<file path="src/rtl/inst_fifo.sv">
// Instruction buffer between IF1 and decode: accepts 1-2 instruction fetch packets per cycle and
// presents up to two in-order instructions to decode. Fetch exceptions always issue alone.
module inst_fifo #(
  parameter int unsigned DEPTH    = 8,
  parameter int unsigned SPACE_TH = 6
) (
  input  logic        clk,
  input  logic        rst,
  input  logic        flush,
  input  logic        in_valid,
  output logic        in_allowin,
  input  logic [31:0] in_pc,
  input  logic [31:0] in_pc_next,
  input  logic        in_pc_taken,
  input  logic [31:0] in_inst0,
  input  logic [31:0] in_inst1,
  input  logic [31:0] in_badv,
  input  logic [6:0]  in_exception,
  input  logic [1:0]  in_excp_flag,
  output logic        space_ok,
  output logic        nearly_full,
  input  logic        id_allowin,
  output logic        out_valid0,
  output logic        out_valid1,
  output logic [31:0] out_pc0,
  output logic [31:0] out_pc1,
  output logic [31:0] out_pc_next0,
  output logic [31:0] out_pc_next1,
  output logic        out_taken0,
  output logic        out_taken1,
  output logic [31:0] out_inst0,
  output logic [31:0] out_inst1,
  output logic [31:0] out_badv0,
  output logic [31:0] out_badv1,
  output logic [6:0]  out_exception0,
  output logic [6:0]  out_exception1,
  output logic [1:0]  out_excp_flag0,
  output logic [1:0]  out_excp_flag1
);

  localparam int unsigned AW = $clog2(DEPTH);
  localparam logic [31:0] INST_NOP = 32'h0340_0000;

  typedef logic [AW-1:0] ptr_t;
  typedef logic [AW:0]   cnt_t;

  logic [31:0] pc_q      [DEPTH];
  logic [31:0] pc_next_q [DEPTH];
  logic        taken_q   [DEPTH];
  logic [31:0] inst_q    [DEPTH];
  logic [31:0] badv_q    [DEPTH];
  logic [6:0]  exc_q     [DEPTH];
  logic [1:0]  flag_q    [DEPTH];

  ptr_t head_q, head_d, tail_q, tail_d, head1, tail1;
  cnt_t count_q, count_d, free_w, push_n, pop_n;

  logic        push, wr_en, single;
  logic [31:0] pc_plus4, a_inst, a_pc_next;
  logic        a_taken;

  assign head1    = head_q + ptr_t'(1);
  assign tail1    = tail_q + ptr_t'(1);
  assign pc_plus4 = in_pc + 32'd4;

  // Flags come from the registered count only, so a same-cycle pop never widens the window.
  assign free_w      = cnt_t'(DEPTH) - count_q;
  assign in_allowin  = free_w >= cnt_t'(2);
  assign space_ok    = free_w >= cnt_t'(SPACE_TH);
  assign nearly_full = in_allowin && !space_ok;

  assign out_valid0 = count_q != '0;
  assign out_valid1 = (count_q >= cnt_t'(2)) && (flag_q[head_q] == 2'b00);

  assign push   = in_valid && in_allowin;
  assign wr_en  = push && !flush;
  // Odd-word PC or a fetch exception carries only one meaningful instruction.
  assign single = in_pc[2] || (in_excp_flag != 2'b00);

  assign a_inst    = in_pc[2] ? in_inst1 : in_inst0;
  assign a_pc_next = single ? in_pc_next : pc_plus4;
  assign a_taken   = single ? in_pc_taken : 1'b0;

  always_comb begin
    push_n = '0;
    pop_n  = '0;
    if (push) push_n = single ? cnt_t'(1) : cnt_t'(2);
    if (id_allowin) pop_n = cnt_t'(out_valid0) + cnt_t'(out_valid1);
    if (flush) begin
      head_d  = '0;
      tail_d  = '0;
      count_d = '0;
    end else begin
      head_d  = head_q + ptr_t'(pop_n);
      tail_d  = tail_q + ptr_t'(push_n);
      count_d = count_q + push_n - pop_n;
    end
  end

  always_ff @(posedge clk or posedge rst) begin
    if (rst) begin
      head_q  <= '0;
      tail_q  <= '0;
      count_q <= '0;
    end else begin
      head_q  <= head_d;
      tail_q  <= tail_d;
      count_q <= count_d;
    end
  end

  always_ff @(posedge clk or posedge rst) begin
    if (rst) begin
      for (int unsigned i = 0; i < DEPTH; i++) begin
        pc_q[i]      <= '0;
        pc_next_q[i] <= '0;
        taken_q[i]   <= 1'b0;
        inst_q[i]    <= INST_NOP;
        badv_q[i]    <= '0;
        exc_q[i]     <= '0;
        flag_q[i]    <= '0;
      end
    end else if (wr_en) begin
      pc_q[tail_q]      <= in_pc;
      pc_next_q[tail_q] <= a_pc_next;
      taken_q[tail_q]   <= a_taken;
      inst_q[tail_q]    <= a_inst;
      badv_q[tail_q]    <= in_badv;
      exc_q[tail_q]     <= in_exception;
      flag_q[tail_q]    <= in_excp_flag;
      if (!single) begin
        pc_q[tail1]      <= pc_plus4;
        pc_next_q[tail1] <= in_pc_next;
        taken_q[tail1]   <= in_pc_taken;
        inst_q[tail1]    <= in_inst1;
        badv_q[tail1]    <= '0;
        exc_q[tail1]     <= '0;
        flag_q[tail1]    <= '0;
      end
    end
  end

  always_comb begin
    out_pc0        = pc_q[head_q];
    out_pc_next0   = pc_next_q[head_q];
    out_taken0     = taken_q[head_q];
    out_inst0      = inst_q[head_q];
    out_badv0      = badv_q[head_q];
    out_exception0 = exc_q[head_q];
    out_excp_flag0 = flag_q[head_q];
    out_pc1        = pc_q[head1];
    out_pc_next1   = pc_next_q[head1];
    out_taken1     = taken_q[head1];
    out_inst1      = inst_q[head1];
    out_badv1      = badv_q[head1];
    out_exception1 = exc_q[head1];
    out_excp_flag1 = flag_q[head1];
  end

endmodule

</file>
<file path="config.mk">
export PLATFORM = sky130hd
export DESIGN_NAME = inst_fifo
export DESIGN_NICKNAME = d
export VERILOG_FILES = /design/src/rtl/inst_fifo.sv
export SDC_FILE = /design/constraint.sdc
export NUM_CORES = 2
export LEC_CHECK = 0
export ABC_AREA = 1
export CORE_ASPECT_RATIO = 0.9
export CORE_MARGIN = 4
export CORE_UTILIZATION = 43
export CTS_CLUSTER_DIAMETER = 150
export CTS_CLUSTER_SIZE = 10
export DETAILED_ROUTE_END_ITERATION = 10
export HOLD_SLACK_MARGIN = 0.15
export PLACE_DENSITY = 0.75
export SLEW_MARGIN = 40
export SYNTH_ARGS = -nofsm -noshare
export SYNTH_HDL_FRONTEND = slang
export SYNTH_SLANG_ARGS = --single-unit
</file>
<file path="constraint.sdc">
create_clock -name clk -period 38.5 [get_ports clk]
set_input_delay 9.625 -clock clk [delete_from_list [all_inputs] [get_ports clk]]
set_output_delay 9.625 -clock clk [all_outputs]
set_load 0.01 [all_outputs]
</file>
# Yosys cells after proc, flatten, opt, wreduce, memory -nomap -nowiden
# Index checks and enable logic that the tools add are counted.
# word_totals
reg_bits	1114
out_inout_bits	281
wordCells	184
# classes
add_sub_neg	9
n_lt_le_gt_ge	9
muxes	85
n_bitwise	10
reduce_logical	12
# op_table
op	count
bitwise mux 256 bit	7
2-to-1 mux 256 bit	4
binary-select mux 32 bit (select 3 bit)	8
2-to-1 mux 32 bit	20
bitwise AND 256 bit	1
inverter 256 bit	1
demux 32 bit (select 3 bit)	2
bitwise AND 56 bit	1
bitwise mux 56 bit	1
2-to-1 mux 56 bit	1
inverter 56 bit	1
binary-select mux 7 bit (select 3 bit)	2
demux 7 bit (select 3 bit)	2
2-to-1 mux 7 bit	6
adder 32 x 3 -> 32 bit, second input constant	1
2-to-1 mux 2 bit	9
bitwise AND 16 bit	1
bitwise mux 16 bit	1
bitwise mux 8 bit	2
>= comparator 4 bit, second input constant	4
2-to-1 mux 16 bit	1
inverter 16 bit	1
inverter 3 -> 4 bit	4
binary-select mux 2 bit (select 3 bit)	2
22 further kinds	42

# Longest topological paths before layout
# depth
ltp_word	10
ltp_mapped	19
ltp_nobuf	17

# Worst setup path after synthesis
# Ideal clock, no wire load.
# synth_timing
path_kind	input -> register
startpoint	input port in_pc[2]
endpoint	register count_q[3]
arrival_time_ps	12351
t_required_ps	38422
path_slack_ps	26071
path_stages	16
path_cell_list	buf_2 inv_1 nand2_1 inv_1 buf_2 buf_2 buf_2 buf_1 nand2_1 fa_1 inv_1 ha_1 a21o_1 a21oi_1 o21ai_0 a21oi_1
# synth_between
elab_chain_cells	6
# synth_lines
item	line	source
start: declaration	12	input logic [31:0] in_pc,
logical OR 1 bit	78	assign single = in_pc[2] || (in_excp_flag != 2'b00);
2-to-1 mux 2 bit (2 in a row)	87	if (push) push_n = single ? cnt_t'(1) : cnt_t'(2);
adder 4 bit	96	count_d = count_q + push_n - pop_n;
subtractor 4 bit	96	
2-to-1 mux 4 bit	89	if (flush) begin
named net count_d[3]	56	cnt_t count_q, count_d, free_w, push_n, pop_n;
end signal: assignment	108	count_q <= count_d;
end: declaration	56	
# The timed path passes the listed nets, and every way through them passes these cells.
# A chain may end at the register's enable or synchronous reset.

# Worst setup path in the final report
# layout_timing
startpoint	register head_q[1]
endpoint	output port out_pc_next1[4]
# layout_between
elab_chain_cells	5
# layout_lines
item	line	source
start: declaration	55	ptr_t head_q, head_d, tail_q, tail_d, head1, tail1;
start signal: assignment	102	head_q <= '0;
start signal: assignment	106	head_q <= head_d;
adder 3 x 1 -> 3 bit	62	assign head1 = head_q + ptr_t'(1);
inverter 3 -> 4 bit (implied by the code)	152	out_pc_next1 = pc_next_q[head1];
binary-select mux 32 bit (select 3 bit)	152	
2-to-1 mux 32 bit (implied by the code) (2 in a row)	152	
end: declaration	28	output logic [31:0] out_pc_next1,
# Every way passes these cells. The select of a mux whose other input is x is not followed.

==> out/summary.log <==
INFO  setup_path     crit_path_cell_trace=ha_4 -> buf_12 -> buf_16 -> buf_12 -> buf_16 -> buf_16 -> o21ai_0 -> o21ai_0 -> nor2_1 -> a31oi_1 -> clkdlybuf4s50_1
INFO  logic_synthesis synthCells=9,935
INFO  pwr            p_leak=33.87nW
INFO  logic_synthesis synth.distinct_cells=48
INFO  floorplan      starting_utilization_of_the_core_area=0.4353
INFO  route          drcViolationCount=0
INFO  clocking       holdBufCountCts=0
INFO  setup_path     classification_of_the_worst_setup_path=reg -> out
INFO  logic_synthesis synth.mux.area_fraction=0.0007170
INFO  placement      number_of_buffers_added_on_ports=455
INFO  pwr            share_clk_of_total_power=0.150
INFO  worst_hold_path min_path_type=reg -> reg
INFO  pwr            power.switching=3.500mW
INFO  clocking       postCtsSetupRepairBufs=0
INFO  finish         area.growth.synth_to_final=12.96%
INFO  pwr            power.combinational.fraction=0.589
INFO  pwr            ir_drop=0.0001043V
INFO  clocking       cts-root-to-sink-buffers=3
INFO  floorplan      fp.dieH=390.2um
INFO  timing         finalSetupTns=0ns
INFO  logic_synthesis synth_flop_cell=sky130_fd_sc_hd__dfrtp_1
INFO  timing         max_clock_freq=65.33MHz
INFO  finish         drive_gt1_frac=0.04314
INFO  floorplan      core_region_area=160,400um^2
INFO  logic_synthesis synth-compound-area-share=0.3136
INFO  route          dr.first_iter.drc_count=13,940
INFO  setup_path     worst_setup_path_start_kind=flop
INFO  route          drt_first_pass_iters=7
INFO  global_route   wire_length_of_the_first_global_routing_pass=463,200um
INFO  clocking       cts_root_buffer=sky130_fd_sc_hd__clkbuf_16
INFO  timing         finalHoldViolCount=0
INFO  route          routed-via-count=78,930
INFO  timing         timing.final.crit_period=15.31ns
INFO  logic_synthesis synth-seq-area-share=0.3998
INFO  global_route   pin_count_of_the_biggest_net_entering_global_routing=213
INFO  timing         skew=0.04985ns
INFO  timing         hold_slack=0.4869ns
INFO  route          avgRoutedWirePerCell=26.09um
INFO  clocking       tritoncts=yes
INFO  clocking       worst_skew_pair.late_latency=0.81ns
INFO  floorplan      num_rows=139
INFO  floorplan      floorplan.io_pins=456
INFO  setup_path     worst-endpoint-arrival=5.68ns
INFO  global_route   grt_antenna_before_repair=25
INFO  pwr            pwr_density_cell=91.24nW/um^2
INFO  finish         final_core_utilization=0.4917
INFO  run            timing.max_cap.violations=0
INFO  logic_synthesis dominant_combinational_cell_family_by_area_after_synthesis=compound AO/OA/AOI/OAI gates
INFO  timing         setup_viol=0
INFO  logic_synthesis ys_ff_latch=1,114
INFO  timing         transition_at_the_pin_with_the_smallest_max_transition_slack=1.168ns
INFO  logic_synthesis synth-edff-count=0
INFO  clocking       ctsHtreeMaxLevel=3
INFO  floorplan      floorplan.die.width=432.7um
INFO  setup_path     worst_path_most_repeated_cell=sky130_fd_sc_hd__buf_16
INFO  pwr            share_seq_of_total_power=0.261
INFO  logic_synthesis synth_simple_gate_area_share=0.1697
INFO  timing         fin_crit_sh=0.3976
INFO  finish         design.final.nets=9,957
INFO  timing         rsz0062_at_grt=false
INFO  global_route   grt_usage=0.3544
INFO  route          finalWirelength=311,000um
INFO  setup_path     setup.reg_to_reg.worst_slack=32.38ns
INFO  route          ant_nets_after_route=0
INFO  setup_path     critical_path.max_stage_delay=1.01ns
INFO  logic_synthesis syn_nets=10,130
INFO  setup_path     crit_path_max_fanout=97
INFO  placement      gpl.final_weighted_congestion=0.9384
INFO  pwr            power_switching_share=0.4865
INFO  timing         timing.max_slew.rel_slack=0.2215
INFO  run_status     status=finished, final reports clean
INFO  clocking       cts-buffers-inserted=121
INFO  timing         final-max-slew-violation-count=0
INFO  logic_synthesis synthAdderAreaFrac=0.003657
INFO  clocking       postCtsResizedCells=0
INFO  logic_synthesis synthesis.yosys.warnings=0
INFO  placement      hpwl=181,700um
INFO  logic_synthesis syn_area=69,800um^2
INFO  setup_path     worst_setup_path_end_kind=output pin
INFO  global_route   via_count_of_the_first_global_routing_pass=74,020
INFO  route          routed_via_density=6.622
INFO  logic_synthesis ys_async_sr_fraction=1.000
INFO  global_route   overflow=0
INFO  clocking       worst_setup_hold_path_clk_slew=0.06ns
INFO  logic_synthesis yosys.area_share.xor_xnor=0.001004
INFO  setup_path     critical_path.slowest_cell=sky130_fd_sc_hd__dfrtp_4
INFO  logic_synthesis average_cell_area_after_synthesis=7.026um^2
INFO  setup_path     critical_path_required=28.88ns
INFO  pwr            power_report.internal_total=3.694mW
INFO  clocking       cts.sinks=1,114
INFO  floorplan      fp.dieArea=168,900um^2
## final timing paths
path	startpoint	to	cells past startpoint
setup / recovery	head_q[1]	out_pc_next1[4]	11
hold / removal	pc_next_q[124]	pc_next_q[124]	2
setup reg to reg	tail_q[0]	pc_q[144]	12
hold reg to reg	pc_next_q[124]	pc_next_q[124]	2
max in group asynchronous	rst	pc_next_q[117]	8
min in group asynchronous	rst	badv_q[23]	2
## cells in the final DEF, fill, tap and decap left out, types with 11 or more instances in the layout
cell type | synthesis | routed
sky130_fd_sc_hd__buf_4 | 21 | 89
sky130_fd_sc_hd__buf_6 | 1 | 35
sky130_fd_sc_hd__nand2_2 | 2 | 11
sky130_fd_sc_hd__a21boi_0 | 18 | 18
sky130_fd_sc_hd__nor3_1 | 47 | 46
sky130_fd_sc_hd__a21oi_1 | 1128 | 1128
sky130_fd_sc_hd__clkbuf_16 | 0 | 121
sky130_fd_sc_hd__nor2_4 | 6 | 22
sky130_fd_sc_hd__nor2_2 | 11 | 12
sky130_fd_sc_hd__o21ai_0 | 1478 | 1477
sky130_fd_sc_hd__a31oi_1 | 184 | 177
sky130_fd_sc_hd__ha_1 | 14 | 13
sky130_fd_sc_hd__o21ai_1 | 17 | 17
sky130_fd_sc_hd__dfrtp_1 | 1090 | 1087
sky130_fd_sc_hd__nand4_1 | 36 | 36
sky130_fd_sc_hd__inv_1 | 1047 | 1039
sky130_fd_sc_hd__nand2_1 | 1716 | 1706
sky130_fd_sc_hd__a2bb2oi_1 | 28 | 28
sky130_fd_sc_hd__a22oi_1 | 108 | 108
sky130_fd_sc_hd__clkdlybuf4s50_1 | 0 | 455
sky130_fd_sc_hd__dfstp_2 | 24 | 24
sky130_fd_sc_hd__buf_12 | 0 | 17
sky130_fd_sc_hd__inv_2 | 16 | 19
sky130_fd_sc_hd__clkbuf_1 | 609 | 11
sky130_fd_sc_hd__a221oi_1 | 79 | 79
sky130_fd_sc_hd__o31ai_1 | 24 | 24
sky130_fd_sc_hd__buf_16 | 0 | 15
sky130_fd_sc_hd__o211ai_1 | 215 | 215
sky130_fd_sc_hd__diode_2 | 0 | 22
sky130_fd_sc_hd__o22ai_1 | 487 | 487
sky130_fd_sc_hd__nor2_1 | 689 | 672
sky130_fd_sc_hd__nand3_1 | 418 | 410
sky130_fd_sc_hd__a32oi_1 | 92 | 92
## metrics by stage
step                      power (mW)  instance area, um^2  cells  setup WS (ns)
final                          7.194                78850  11920          23.19
after global routing           7.551                78820  11910          23.24
after CTS                      7.035                78510  11890          23.31
after detailed placement       5.948                75210  11750          22.99
after global placement         5.815                74680  11730          22.72
after floorplan                4.140                69810   9935          13.52
## cells by family after synthesis
| group | after synthesis |
|---|---|
| adder cells (fa/ha/maj) | 18 |
| AO/OA/AOI/OAI | 3869 |
| buffers and inverters | 1985 |
| multiplexers | 5 |
| XOR/XNOR | 8 |
| AND/OR/NAND/NOR | 2936 |
| flip-flops | 1114 |
## worst max-delay path, delay by kind of cell (launching register included)
kind            cells  cell delay (ns)
flops               1             1.01
buf+inv             6             2.49
simple gates        1             0.08
fa+ha+maj           1             0.32
compound gates      3             0.87
## final cells by class
cell class                 count  area, um^2
antenna                       22       55.05
fill                       15330       81500
tap                         2115        2646
clock buffer                 133        3083
multi-input combinational   6836       34410
timing repair buffer         614        6412
clock inverter                 8       216.5
inverter                    1077        4108
sequential                  1114       27920
## synth_stat cells (21+ instances only)
cell type,count,area (um^2)
sky130_fd_sc_hd__a31oi_1,184,1151
sky130_fd_sc_hd__buf_1,79,296.5
sky130_fd_sc_hd__a32oi_1,92,805.8
sky130_fd_sc_hd__o211ai_1,215,1614
sky130_fd_sc_hd__buf_4,21,157.7
sky130_fd_sc_hd__nor2_1,689,2586
sky130_fd_sc_hd__a221oi_1,79,691.9
sky130_fd_sc_hd__a2bb2oi_1,28,245.2
sky130_fd_sc_hd__nor3_1,47,235.2
sky130_fd_sc_hd__o21ai_0,1478,7397
sky130_fd_sc_hd__dfstp_2,24,630.6
sky130_fd_sc_hd__o31ai_1,24,180.2
sky130_fd_sc_hd__nand2_1,1716,6441
sky130_fd_sc_hd__nand3_1,418,2092
sky130_fd_sc_hd__inv_1,1047,3930
sky130_fd_sc_hd__a22oi_1,108,810.8
sky130_fd_sc_hd__dfrtp_1,1090,27280
sky130_fd_sc_hd__nand4_1,36,225.2
sky130_fd_sc_hd__buf_2,196,980.9
sky130_fd_sc_hd__o22ai_1,487,3047
sky130_fd_sc_hd__clkbuf_1,609,2286
sky130_fd_sc_hd__a21oi_1,1128,5645
## metal layers
layer / part of all wire / vias to the layer above / wire length, um / GRT usage
met1: 0.34 / 36770 / 105500 / 0.4370
met2: 0.42 / 6848 / 130700 / 0.5170
li1: - / 33620 / - / -
met3: 0.15 / 1688 / 45690 / 0.1085
met5: 0.00014 / - / 45 / 0
met4: 0.093 / 6 / 29050 / 0.2755
## state kept, by name, summed over array words and instances, names as in the netlist
name / flops
pc_next_q: 256
exc_q: 56
head_q: 3
taken_q: 8
pc_q: 256
badv_q: 256
flag_q: 16
count_q: 4
inst_q: 256
tail_q: 3
## power by group through the flow
stage | combinational (mW) | sequential [mW] | clock [mW]
after floorplan | 2.33 | 1.81 | 0
after global placement | 3.95 | 1.86 | 0
after detailed placement | 4.07 | 1.88 | 0
after CTS | 4.09 | 1.86 | 1.08
after global routing | 4.50 | 1.92 | 1.12
final | 4.24 | 1.88 | 1.08
Note: power is estimated with default switching activity, not from simulation.
